**src/rtl/instruction_fetcher_pkg.sv**
```systemverilog
// Shared definitions for the instruction fetcher: queue entry layout, JAL decode helpers
// and reset constants.
package instruction_fetcher_pkg;

   localparam logic [6:0]  OPCODE_JAL       = 7'b1101111;
   localparam int          IQ_DEPTH_DEFAULT = 8;
   localparam logic [31:0] RESET_PC_DEFAULT = 32'h0000_0000;
   // last_req_pc value that can never equal a fetch PC, so nothing is accepted before the first request
   localparam logic [31:0] NO_REQ_PC        = 32'hFFFF_FFFF;

   typedef struct packed {
      logic [31:0] inst;
      logic [31:0] pc;
      logic        compressed;
   } iq_entry_t;

   function automatic logic is_jal(input logic [31:0] inst);
      return inst[6:0] == OPCODE_JAL;
   endfunction

   // J-type immediate: imm[20|10:1|11|19:12] sits in inst[31|30:21|20|19:12]
   function automatic logic [31:0] jal_imm(input logic [31:0] inst);
      return {{12{inst[31]}}, inst[19:12], inst[20], inst[30:21], 1'b0};
   endfunction

endpackage

```
**src/rtl/instruction_fetcher_queue.sv**
```systemverilog
// In-order instruction queue: power-of-two ring buffer with push, pop, clear and a
// combinational head view that reads as zero while empty.
module inst_queue
   import instruction_fetcher_pkg::*;
#(
   parameter int DEPTH = IQ_DEPTH_DEFAULT,
   localparam int AW   = $clog2(DEPTH),
   localparam int CW   = $clog2(DEPTH) + 1
) (
   input  logic      clk_i,
   input  logic      rst_i,
   input  logic      en_i,
   input  logic      push_i,
   input  logic      pop_i,
   input  logic      clear_i,
   input  iq_entry_t data_i,
   output iq_entry_t head_o,
   output logic      full_o,
   output logic      empty_o
);

   logic [AW-1:0] head_q, head_d;
   logic [AW-1:0] tail_q, tail_d;
   logic [CW-1:0] count_q, count_d;
   iq_entry_t     mem_q [DEPTH];
   logic          do_push;
   logic          do_pop;

   assign full_o  = (count_q == CW'(DEPTH));
   assign empty_o = (count_q == '0);
   assign do_push = en_i & push_i & ~full_o & ~clear_i;
   assign do_pop  = en_i & pop_i & ~empty_o & ~clear_i;

   always_comb begin
      head_d  = head_q;
      tail_d  = tail_q;
      count_d = count_q;
      if (en_i && clear_i) begin
         head_d  = '0;
         tail_d  = '0;
         count_d = '0;
      end else begin
         if (do_push) tail_d = tail_q + AW'(1);
         if (do_pop)  head_d = head_q + AW'(1);
         case ({do_push, do_pop})
            2'b10:   count_d = count_q + CW'(1);
            2'b01:   count_d = count_q - CW'(1);
            default: count_d = count_q;
         endcase
      end
   end

   always_ff @(posedge clk_i or posedge rst_i) begin
      if (rst_i) begin
         head_q  <= '0;
         tail_q  <= '0;
         count_q <= '0;
      end else begin
         head_q  <= head_d;
         tail_q  <= tail_d;
         count_q <= count_d;
      end
   end

   // Storage carries no reset; stale slots are hidden by the empty gating on head_o
   always_ff @(posedge clk_i) begin
      if (do_push) mem_q[tail_q] <= data_i;
   end

   assign head_o = empty_o ? '0 : mem_q[head_q];

endmodule

```
**src/rtl/instruction_fetcher.sv**
```systemverilog
// Fetch-PC owner between the instruction cache and the decoder: accepts cache hits
// into the instruction queue, follows JAL statically and redirects on back-end flush.
module instruction_fetcher
   import instruction_fetcher_pkg::*;
#(
   parameter int          IQ_DEPTH = IQ_DEPTH_DEFAULT,
   parameter logic [31:0] RESET_PC = RESET_PC_DEFAULT
) (
   input  logic        clk_in,
   input  logic        rst_in,
   input  logic        rdy_in,
   output logic [31:0] ic_req_pc,
   input  logic [31:0] ic_inst_in,
   input  logic        ic_valid_in,
   input  logic        ic_compressed_in,
   input  logic        flush_in,
   input  logic [31:0] flush_pc_in,
   input  logic        dec_ready_in,
   output logic        dec_valid_out,
   output logic [31:0] dec_inst_out,
   output logic [31:0] dec_pc_out,
   output logic        dec_compressed_out
);

   logic [31:0] pc_q, pc_d;
   logic [31:0] last_req_pc_q, last_req_pc_d;
   logic [31:0] next_pc;
   logic        iq_full;
   logic        iq_empty;
   logic        accept;
   logic        pop;
   iq_entry_t   push_entry;
   iq_entry_t   head_entry;

   assign next_pc = is_jal(ic_inst_in) ? pc_q + jal_imm(ic_inst_in)
                                       : pc_q + (ic_compressed_in ? 32'd2 : 32'd4);

   // Response only counts if it answers the PC we are still waiting on
   assign accept = rdy_in & ic_valid_in & (last_req_pc_q == pc_q) & ~iq_full & ~flush_in;
   assign pop    = rdy_in & dec_valid_out & dec_ready_in & ~flush_in;

   // Requesting next_pc in the accept cycle keeps one fetch per cycle on hits
   assign ic_req_pc     = flush_in ? flush_pc_in : (accept ? next_pc : pc_q);
   assign pc_d          = ic_req_pc;
   assign last_req_pc_d = ic_req_pc;

   always_ff @(posedge clk_in or posedge rst_in) begin
      if (rst_in) begin
         pc_q          <= RESET_PC;
         last_req_pc_q <= NO_REQ_PC;
      end else if (rdy_in) begin
         pc_q          <= pc_d;
         last_req_pc_q <= last_req_pc_d;
      end
   end

   assign push_entry = '{inst: ic_inst_in, pc: pc_q, compressed: ic_compressed_in};

   inst_queue #(
      .DEPTH (IQ_DEPTH)
   ) u_queue (
      .clk_i   (clk_in),
      .rst_i   (rst_in),
      .en_i    (rdy_in),
      .push_i  (accept),
      .pop_i   (pop),
      .clear_i (flush_in),
      .data_i  (push_entry),
      .head_o  (head_entry),
      .full_o  (iq_full),
      .empty_o (iq_empty)
   );

   assign dec_valid_out      = ~iq_empty;
   assign dec_inst_out       = head_entry.inst;
   assign dec_pc_out         = head_entry.pc;
   assign dec_compressed_out = head_entry.compressed;

endmodule

```
**config.mk**
```make
export PLATFORM = sky130hd
export DESIGN_NAME = instruction_fetcher
export DESIGN_NICKNAME = d
export VERILOG_FILES = /design/src/rtl/instruction_fetcher_pkg.sv /design/src/rtl/instruction_fetcher_queue.sv /design/src/rtl/instruction_fetcher.sv
export SDC_FILE = /design/constraint.sdc
export NUM_CORES = 1
export LEC_CHECK = 0
export BUFFER_PORTS_ARGS = -buffer_cell sky130_fd_sc_hd__buf_2
export CAP_MARGIN = 20
export CORE_MARGIN = 3
export CORE_UTILIZATION = 38
export CTS_CLUSTER_SIZE = 16
export DETAILED_ROUTE_END_ITERATION = 7
export SLEW_MARGIN = 20
export SYNTH_ARGS = -nofsm -noshare
export SYNTH_HDL_FRONTEND = slang
export SYNTH_SLANG_ARGS = --single-unit
```
**constraint.sdc**
```tcl
create_clock -name clk_in -period 9.2 [get_ports clk_in]
set_input_delay 1.38 -clock clk_in [delete_from_list [all_inputs] [get_ports clk_in]]
set_output_delay 1.38 -clock clk_in [all_outputs]
set_load 0.005 [all_outputs]
```
# == Word-level counts from Yosys, hierarchy flattened ==
# Memory sizes are Yosys's and may differ from the RTL's.
# Cells that the tools add are included.
# word_totals
ramBits,520
out_inout_bits,98
n_memories,1
elab_cells,51
romBits,0
latch_bits,0
reg_bits,74
# op_classes
eq_ne,5
shift,0
reduce_logical,5
n_mul,0
n_mux,13
bitwise,16
add_sub_neg,6
div,0
order_cmp,0
# memory_table
name,depth,width,read_ports,rd_clocked_by_memory_dff,wr,line,source
u_queue.mem_q,8,65,1,0,1,instruction_fetcher_queue.sv:25,iq_entry_t mem_q [DEPTH];
# ops
op,count
32-bit 2-to-1 mux,3
65-bit 2-to-1 mux,1
32-bit by 3-bit adder with 32-bit output,1
32-bit adder,1
32-bit equality test,1
3-bit 2-to-1 mux,5
1-bit AND,13
4-bit case mux with 2 select lines,1
"7-bit equality test, second input constant",1
"3-bit by 1-bit adder with 3-bit output, second input constant",2
"4-bit by 1-bit adder with 4-bit output, second input constant",1
"4-bit equality test, second input constant",1
4-bit zero test,1
4-bit 2-to-1 mux,1
2-bit nonzero test,2
"4-bit by 1-bit subtractor with 4-bit output, second input constant",1
1-bit NOT,3
3-bit nonzero test,1
"2-bit by 1-bit equality test with 1-bit output, second input constant",1
"2-bit equality test, second input constant",1
1-bit 2-to-1 mux,2
1-bit logical AND,1

# == Longest topological paths before layout ==
# depth
depth_word,11
mapped_depth,15
depth_no_buf,15

# == By module ==
# From an unflattened synthesis, not the netlist that was laid out.
# hier_totals
cells_unflattened,1540
hier_area_um2,25649.6
# modules_own_cells
module,area_each_um2,cells_each,n_inst
inst_queue,20319.5,899,1
instruction_fetcher,5330.1,641,1

# == Worst setup path after synthesis ==
# OpenSTA, ideal clock, no wires.
# synth_timing
path_kind,input to register
startpoint,in rdy_in
endpoint,mem u_queue.mem_q[0][0] (netlist name) (enable)
required_ps,8632
slack_ps,894
stages,9
arrival_time_ps,7738
setup_ps,568
path_cell_list,clkbuf_1 nor2b_1 and3_1 nand3_1 nor3_1 buf_2 buf_2 nand2b_1 nor3_1
# synth_via
elab_chain_cells,9
# synth_rtl
item,line,source
from (decl),instruction_fetcher.sv:11,"input logic rdy_in,"
1-bit AND (4 in series),instruction_fetcher.sv:39,assign accept = rdy_in & ic_valid_in & (last_req_pc_q == pc_q) & ~iq_full & ~flush_in;
1-bit AND * (3 in series),instruction_fetcher_queue.sv:31,assign do_push = en_i & push_i & ~full_o & ~clear_i;
1-bit 2-to-1 mux *,instruction_fetcher_queue.sv:67,if (do_push) mem_q[tail_q] <= data_i;
1-bit 2-to-1 mux (not written as such) *,instruction_fetcher_queue.sv:67,
to (decl),instruction_fetcher_queue.sv:25,
# Mark *: on every way between the ends. The rest lies on a longest branch, timed or not.

# == Worst setup path after layout ==
# layout_timing
startpoint,in ic_inst_in[4]
endpoint,out ic_req_pc[31]
# layout_via
elab_chain_cells,4
# layout_rtl
item,line,source
from (decl),instruction_fetcher.sv:13,"input logic [31:0] ic_inst_in,"
7-bit equality test,instruction_fetcher_pkg.sv:18,return inst[6:0] == OPCODE_JAL;
32-bit 2-to-1 mux,instruction_fetcher.sv:35,assign next_pc = is_jal(ic_inst_in) ? pc_q + jal_imm(ic_inst_in)
32-bit 2-to-1 mux (2 in series),instruction_fetcher.sv:43,assign ic_req_pc = flush_in ? flush_pc_in : (accept ? next_pc : pc_q);
to (decl),instruction_fetcher.sv:12,"output logic [31:0] ic_req_pc,"
# No other way between the ends.

==> impl_metrics.json <==
{
  "final_net_count": 1858,
  "hold-worst-slack_ps": 481,
  "synth-seq-area-share_pct": 68.1,
  "worst_pin_slew_ps": 1010,
  "synth_top_area_share_pct": 60.7,
  "whs_path_depth": 2,
  "synth_area_leaders": "edfxtp_1 (61%), mux4_2 (11%), dfrtp_1 (4.1%)",
  "critPathLaunchType": "input port",
  "slew_headroom_pct": 32.9,
  "cts_max_path_buffers": 3,
  "cts_hold_buf": 0,
  "switching_power_uw": 1300,
  "ys_ff_latch": 594,
  "numPortBuffers": 168,
  "yosysUniqueCellTypes": 64,
  "synth_edf_count": 520,
  "synth_top_area_cell": "edfxtp_1",
  "grt_pass1_vias": 15100,
  "area_delta_synth_final_pct": 14.9,
  "async_flop_share_pct": 12.5,
  "grt_use_total_pct": 18.0,
  "hp-class": "reg2reg",
  "syn_area_sq_mm": 0.0257,
  "fp-row-count": 94,
  "combPwrFrac_pct": 5.4,
  "max_freq_mhz": 144,
  "n_fill_cell": 5796,
  "holdPathEnd": "last_req_pc_q[9]$_DFFE_PP1P_",
  "status": "complete, no violations",
  "fin_cells": 2663,
  "hpwlAfterDp_mm": 39.0,
  "maxSlewViolCount": 0,
  "clk_latency_ps": 620,
  "drtIter0Drc": 1112,
  "fin_setup_tns_ps": 0,
  "p_int_uw": 4440,
  "cts_resized": 0,
  "finalSetupViolations": 0,
  "drive_gt1_share_pct": 27.1,
  "coreArea_sq_mm": 0.0665,
  "dp.cells": 2552,
  "hold_violations": 0,
  "r2r-end": "u_queue.mem_q[1][40]$_DFFE_PP_",
  "final_cell_mix": "edfxtp_1 (520), buf_2 (168), mux4_2 (130), nor2_1 (116), mux2i_1 (82)",
  "clock_skew_ps": 31.3,
  "pwr-share-clk_pct": 40.4,
  "synth_nets": 1680,
  "ir_drop_uv": 131,
  "drt_wl_total_mm": 63.9,
  "cts_tree": "yes",
  "critical_path_class": "in2out",
  "postCtsSetupBuffers": 0,
  "cts_buffers": 58,
  "hp-start": "last_req_pc_q[9]$_DFFE_PP1P_",
  "layout.cells.most_common": "edfxtp_1",
  "die_width_microns": 266,
  "fin_total_pwr_uw": 5740,
  "synth_flop_cell": "edfxtp_1",
  "cap_violations": 0,
  "yosys_warnings": 0,
  "routed_via_density": 5.53,
  "num_vias": 14700,
  "path_clk_slew_ps": 60,
  "syn_avg_cell_area_sq_um": 16.4,
  "powerDensity_mw_per_mm2": 194,
  "worstSetupEndpointType": "primary output",
  "gp_congestion": 0.895,
  "reg2reg_from": "pc_q[20]$_DFFE_PP0P_",
  "drc_errors": 0,
  "finalCritPeriodShare_pct": 75.3,
  "ant_nets": 0,
  "grt_max_degree": 121,
  "clockRootBuffer": "clkbuf_16",
  "cp.required_ps": 7820,
  "htreeDepth": 2,
  "drtPass1Iterations": 5,
  "cts_sinks": 594,
  "reg2reg_setup_slack_ps": 3930,
  "switching_share_pct": 22.6,
  "initial_core_util_pct": 38.7,
  "fp.dieH_microns": 266,
  "routedWlPerCell_microns": 24.0,
  "die_area_sq_mm": 0.0709,
  "p_seq_share_pct": 54.2,
  "leakage_uw": 0.00994,
  "syn_inst": 1572,
  "io_pins": 169,
  "min_period_ps": 6930,
  "rsz0062_at_grt": "no",
  "critPathMaxFanout": 9,
  "ff2ff_path_depth": 10,
  "overflow": 0,
  "antenna_found_initial": 4,
  "crit_arrival_ps": 5550,
  "grt_pass1_wl_mm": 95.9
}
-- sequential cells by signal, indices dropped and copies added (netlist names) --
| name | cells |
|---|---|
| u_queue.mem_q | 520 |
| last_req_pc_q | 32 |
| pc_q | 32 |
| u_queue.count_q | 4 |
| u_queue.head_q | 3 |
| u_queue.tail_q | 3 |
-- synthesized netlist by cell type (6+ instances only) --
library cell / instances
edfxtp_1: 520
mux4_2: 130
nor2_1: 122
mux2i_1: 82
nand2_1: 75
a21oi_1: 67
o21ai_0: 66
clkbuf_1: 56
dfrtp_1: 42
ha_1: 36
inv_1: 36
dfstp_2: 32
xor2_1: 31
and2_1: 25
xnor2_1: 24
buf_1: 20
nand3_1: 19
mux2_2: 18
a21o_1: 16
nor4_1: 12
nand4_1: 11
and3_1: 9
o21bai_1: 8
nand2b_1: 7
nor3_1: 7
o21a_1: 7
o31ai_1: 7
o211ai_1: 6
-- worst max-delay path by stage --
| stage | startpoint | endpoint | depth (start not counted) |
|---|---|---|---|
| final | ic_inst_in[4] | ic_req_pc[31] | 15 |
| after global routing | ic_inst_in[4] | ic_req_pc[31] | 15 |
| after CTS | ic_inst_in[4] | ic_req_pc[31] | 15 |
| after detailed placement | ic_inst_in[4] | ic_req_pc[31] | 15 |
| after global placement | ic_inst_in[4] | ic_req_pc[31] | 15 |
| after floorplan | rdy_in | u_queue.mem_q[0][0]$_DFFE_PP_ | 9 |
-- layout make-up --
cell class                      count  area [sq um]  share of cell area (%)
Sequential cell                   594         17500                    59.2
Multi-Input combinational cell    862          7860                    26.6
Clock buffer                       70          1520                    5.13
Timing Repair Buffer              197          1110                    3.77
Tap cell                          864          1080                    3.66
Clock inverter                     35           330                    1.12
Inverter                           37           140                   0.474
Antenna cell                        4          10.0                  0.0338
-- through the flow --
step / cell area (sq um) / util [%] / setup WS [ps]
2_1_floorplan: 25700 / - / 894
3_3_place_gp: 27700 / 41.6 / 2330
3_5_place_dp: 27700 / 41.6 / 2230
4_1_cts: 29500 / 44.4 / 2220
5_1_grt: 29600 / 44.5 / 2010
6_report: 29600 / 44.5 / 2270
-- critical path, cell delays in order --
cell and delay (ps):
buf_2 160, nand4b_1 250, nor2_1 490, mux2_2 410
ha_1 220, fa_1 450, a211oi_1 290, o21bai_1 140
a21oi_1 270, o21ai_0 260, a21oi_1 250, mux2i_1 450
mux2i_1 290, a21o_1 110, buf_2 100
-- power groups by stage --
| stage | combinational [uW] | sequential, uW | clock, uW |
|---|---|---|---|
| 6_report | 311 | 3110 | 2320 |
| 5_1_grt | 341 | 3120 | 2480 |
| 4_1_cts | 309 | 3110 | 2370 |
| 3_5_place_dp | 306 | 3170 | 0 |
| 3_3_place_gp | 303 | 3160 | 0 |
| 2_1_floorplan | 189 | 3120 | 0 |
-- cell families after synthesis --
family          count (synthesis)  share of synthesized area, %
buf+inv                       116                          1.71
mux                           230                          15.4
compound gates                227                          5.47
flops                         594                          68.1
xor+xnor                       55                          1.87
fa+ha+maj                      37                          1.83
simple gates                  313                          5.71
-- per-layer routing --
metal | vias to the layer above | global-route usage (%) | share of wire, %
li1 | 6537 | - | -
met1 | 7635 | 25.7 | 44
met2 | 472 | 29.5 | 48
met3 | 83 | 2.47 | 6.1
met4 | 0 | 4.40 | 2.0
met5 | - | 0 | 0
Power figures use the tool's default switching activity.
